===== config.mk =====
export PLATFORM = sky130hd
export DESIGN_NAME = wb_regfile
export DESIGN_NICKNAME = d
export VERILOG_FILES = /design/src/rtl/wb_regfile.sv
export SDC_FILE = /design/constraint.sdc
export NUM_CORES = 2
export LEC_CHECK = 0
export BUFFER_PORTS_ARGS = -buffer_cell sky130_fd_sc_hd__buf_2
export CORE_UTILIZATION = 45
export DETAILED_ROUTE_END_ITERATION = 7
export SYNTH_ARGS = -nofsm -noshare
export SYNTH_HDL_FRONTEND = slang
export SYNTH_SLANG_ARGS = --single-unit

===== constraint.sdc =====
create_clock -name clk -period 2.94 [get_ports clk]
set_clock_uncertainty 0.05 [all_clocks]
set_input_delay 0.147 -clock clk [delete_from_list [all_inputs] [get_ports clk]]
set_output_delay 0.147 -clock clk [all_outputs]
set_load 0.02 [all_outputs]

===== src/rtl/wb_regfile.sv =====
`default_nettype none
// ============================================================================
// Module   : wb_regfile
// Purpose  : Writeback select, 32x32 register file with two combinational
//            read ports, forwarding outputs and a retired-write counter.
//            Define WB_BYPASS_EN to compile in the same-cycle write-through.
// Revision : 1.0  initial release
// ============================================================================
module wb_regfile #(
  parameter int DATA_W = 32,
  parameter int NREG   = 32
) (
  input  logic                      clk,
  input  logic                      rst,
  input  logic [DATA_W-1:0]         wb_mem_data,
  input  logic [DATA_W-1:0]         wb_alu_data,
  input  logic [$clog2(NREG)-1:0]   wb_rd,
  input  logic                      wb_sel,
  input  logic                      wb_en,
  input  logic [$clog2(NREG)-1:0]   rs_addr,
  input  logic [$clog2(NREG)-1:0]   rt_addr,
  output logic [DATA_W-1:0]         rs_data,
  output logic [DATA_W-1:0]         rt_data,
  output logic [DATA_W-1:0]         wb_data,
  output logic                      wb_fwd_valid,
  output logic [31:0]               wr_count
);

  localparam int c_AW = $clog2(NREG);

  logic [DATA_W-1:0] r_regs [NREG];
  logic [31:0]       r_wr_count;
  logic              w_commit;
  logic [DATA_W-1:0] w_rs_arr;
  logic [DATA_W-1:0] w_rt_arr;

  assign wb_data      = wb_sel ? wb_mem_data : wb_alu_data;
  assign w_commit     = wb_en && (wb_rd != '0);
  assign wb_fwd_valid = w_commit;
  assign wr_count     = r_wr_count;

  // Reset clears every entry in one edge and wins over a concurrent commit.
  always_ff @(posedge clk) begin
    if (!rst) begin
      for (int i = 0; i < NREG; i++) begin
        r_regs[i] <= '0;
      end
      r_wr_count <= 32'd0;
    end else if (w_commit) begin
      r_regs[wb_rd] <= wb_data;
      r_wr_count    <= r_wr_count + 32'd1;
    end
  end

  // r0 is masked on read so it stays zero regardless of array contents.
  always_comb begin
    w_rs_arr = (rs_addr == c_AW'(0)) ? '0 : r_regs[rs_addr];
    w_rt_arr = (rt_addr == c_AW'(0)) ? '0 : r_regs[rt_addr];
  end

  always_comb begin
    rs_data = w_rs_arr;
    rt_data = w_rt_arr;
`ifdef WB_BYPASS_EN
    if (w_commit && (rs_addr == wb_rd)) rs_data = wb_data;
    if (w_commit && (rt_addr == wb_rd)) rt_data = wb_data;
`endif
  end

endmodule
`default_nettype wire


# Yosys cells after proc, flatten, opt, wreduce, memory -nomap -nowiden
# Memories as Yosys holds them, arrays and structs flattened.
# Index checks and enable logic that the tools add are counted.
# Widths: inputs -> output; s select.
# totals
mem_count,1
out_inout_bits,129
regBits,32
mem_bits_rw,1024
# mem_list
name,words,width,read_ports,rd_ports_with_merged_regs,write_ports,line_no,source
r_regs,32,32,2,0,32,31,logic [DATA_W-1:0] r_regs [NREG];
# op_classes
reduce_logical,5
mux,10
addsub,1
# ops
op,n
$mux 32,4
$add 32x1->32 const B,1
$reduce_or 32->1,1
$logic_not 5->1,2
$mux 1,5
$mux 5,1
$reduce_bool 5->1,1
$logic_and 1x1->1,1

# Longest topological paths before layout
# logic_depth
word_depth,7
ltp_mapped,7
depth_no_buf,4

# Least setup slack after synthesis
# No wires, ideal clock.
# synth_path
path_type,input port to flip-flop
from,in wb_rd[1]
to,mem r_regs[24][0] (enable)
path_stages,6
n_path_buf,2
path_slack_ps,484
t_arrival_ps,2017
cell_sequence,or2_0 > clkbuf_1 > nor4_1 > nand3_1 > buf_2 > nand2_1
# synth_lines
element,line_no,source
from (decl),17,"input logic [$clog2(NREG)-1:0] wb_rd,"
to (decl),31,

==> results.py <==
metrics = {
    "timing": {
        "rsz0062_at_grt": "no",
        "finalCritPeriodShare_pct": 99.3,
        "setup_viol": 0,
        "post-route-min-period_ns": 2.92,
        "tightest_slew_ns": 0.994,
        "slew_headroom_pct": 33.8,
        "drv_slew": 0,
        "finalHoldViolCount": 0,
        "fmax_mhz": 342,
    },
    "routing": {
        "vias_per_cell": 6.49,
        "detail-route-antenna-nets": 0,
        "first_pass_iters": 6,
        "drc": 0,
        "wl_per_cell_um": 32.3,
        "detail_route.wirelength_um": 191000,
        "drt-initial-drc-count": 4962,
        "vias": 38400,
    },
    "outcome": {
        "status": "finished clean",
    },
    "layout": {
        "nNetsFinal": 4305,
        "fin_area_sq_um": 63300,
        "final_cells": 5914,
        "drive_above_1_share_pct": 31.5,
        "syn_to_final_growth_pct": 16.9,
    },
    "synth": {
        "synth-seq-cells": 1056,
        "synth_edf_count": 1024,
        "ys_warn_count": 0,
        "syn_inst": 3922,
        "synth.top_cell.area_share_pct": 56.8,
        "synth_area_leader_cell": "edfxtp_1",
        "synth_common_cells": "edfxtp_1 (1024), nor2_1 (1007), mux4_2 (448)",
        "async_reset_ff_share_pct": 0,
        "syn_area_sq_um": 54100,
        "synthMostInstantiatedCell": "edfxtp_1",
        "synth_cell_types": 47,
        "ys.flop_type": "edfxtp_1",
        "seq_area_frac_synth_pct": 58.0,
        "synth.area.top_cells": "edfxtp_1 (57%), mux4_2 (19%), nor2_1 (7.0%), mux2i_1 (3.2%), clkbuf_1 (2.0%)",
        "syn_avg_cell_area_sq_um": 13.8,
    },
    "global_routing": {
        "grt_usage_pct": 31.3,
        "grt_pass1_vias": 37500,
        "antenna_found_initial": 3,
        "grt_pass1_wl_um": 270000,
        "grt_overflow": 0,
        "grt_max_degree": 60,
    },
    "setup_path": {
        "critical_path_required_ns": 2.74,
        "crit_fanout": 2,
        "setup.worst_path.start_class": "register",
        "path_class": "reg2out",
        "arrival_ns": 2.72,
        "critical_path.endpoint_type": "output pin",
    },
    "clock_network": {
        "cts_buffer_depth": 3,
        "cts.clk_slew.worst_paths_ns": 0.06,
        "post_cts_buffers": 0,
        "tritoncts": "done",
        "cts_made_buffers": 113,
        "insertion_delay_ns": 0.70,
        "cts.sinks": 1056,
        "cts-root-buf": "clkbuf_16",
        "htree_levels": 3,
    },
    "power": {
        "ir_worst_vdd_v": 0.000438,
        "power.leakage_uw": 0.0224,
        "powerDensity_nw_per_um2": 588,
    },
    "place": {
        "hpwl_um": 124000,
        "numPortBuffers": 211,
        "place_congestion": 0.996,
        "place_inst": 5694,
        "dpl_cell_area_sq_um": 59500,
    },
    "floorplan": {
        "row_count": 126,
        "initial_core_util_pct": 45.6,
        "die_w_um": 349,
        "fp.dieH_um": 349,
        "io_pins": 212,
        "design.core.area_sq_um": 119000,
        "dieArea_sq_um": 122000,
    },
    "run": {
        "maxCapViolCount": 0,
    },
    "hold_path": {
        "hp-class": "in2reg",
    },
}
## power by group
group          total (uW)  switching [uW]  internal [uW]  leakage [uW]
clock               14200            6040           8200       0.00178
sequential          17700             426          17300        0.0100
combinational        5230            3130           2100        0.0106
total               37200            9590          27600        0.0224
## worst paths after layout
path	startpoint	end	slack, ns	cells past startpoint
setup / recovery	r_regs[11][9]	rt_data[9]	0.02	5
hold / removal	wb_alu_data[18]	r_regs[3][18]	0.03	4
setup reg to reg	wr_count[8]	wr_count[31]	0.80	4
hold reg to reg	wr_count[31]	wr_count[31]	0.42	2
## critical path, stage by stage, from the launching register on
cell and delay [ns]:
edfxtp_1 0.38, mux4_2 0.49, nor2b_1 0.15, a211oi_1 0.55, a311oi_2 0.21, buf_2 0.23
## logic make-up after synthesis
| family | count (synthesis) | share of synthesized area [%] |
|---|---|---|
| AOI/OAI and AO/OA | 374 | 5.04 |
| adders and majority gates | 1 | 0.0231 |
| muxes | 683 | 23.1 |
| other | 1 | 0.00693 |
| xor gates and xnor gates | 3 | 0.0485 |
| buffers and inverters | 459 | 3.56 |
| DFF | 1056 | 58.0 |
| and+or+nand+nor | 1345 | 10.2 |
## placed cells by master (no fill, tap or decap), types with 39 or more instances in the layout
master     instances
nand2_2           45
mux4_2           448
o21ai_0           69
a22oi_1           64
buf_2            204
a211oi_1          56
nand2_1          131
buf_4            297
nor2b_1           70
a311oi_1          56
mux2_2            64
o2111ai_1         51
inv_1             39
buf_12            52
clkbuf_16        115
edfxtp_1        1024
mux2i_1          139
nor2_1          1001
## flip-flops by register name (all words and copies together), names as in the netlist
signal and flops:
r_regs 1024, wr_count 32
## what timing repair did
item / 4_1_cts / 5_1_grt
hold endpoints to repair: 64 / 0
hold buffers: 12 / 0
endpoints found under the setup margin: 11 / 8
pin swaps: 0 / 1
resized for setup: 15 / 9
## layer usage
| metal | routed length [um] | vias to the layer above | GRT usage (%) | share of wire (%) |
|---|---|---|---|---|
| li1 | - | 15600 | - | - |
| met1 | 70500 | 19700 | 41.3 | 37 |
| met2 | 88200 | 2641 | 48.7 | 46 |
| met3 | 21500 | 444 | 7.19 | 11 |
| met4 | 10600 | 4 | 15.6 | 5.5 |
| met5 | 26 | - | 0 | 0.014 |
## through the flow
stage	total power (uW)	utilization [%]	setup WS (ns)	hold slack [ns]	TNS, ns
floorplan	20800	-	0.484	0.288	0
global placement	23100	50.1	-0.101	0.404	-0.153
detailed placement	23100	50.1	-0.0902	0.419	-0.0902
CTS	37200	53.3	0.00151	0.0103	0
global route	38100	53.3	0.00196	0.0324	0
finish	37200	53.3	0.0192	0.0327	0
## cell type report
| class | instances | area (sq um) |
|---|---|---|
| Clock inverter | 66 | 629 |
| Fill cell | 9828 | 55400 |
| Multi-Input combinational cell | 2438 | 21600 |
| Inverter | 42 | 160 |
| Tap cell | 1600 | 2000 |
| Antenna cell | 1 | 2.50 |
| Timing Repair Buffer | 570 | 4480 |
| Sequential cell | 1056 | 31400 |
| Clock buffer | 141 | 2990 |
Power figures use the tool's default switching activity.
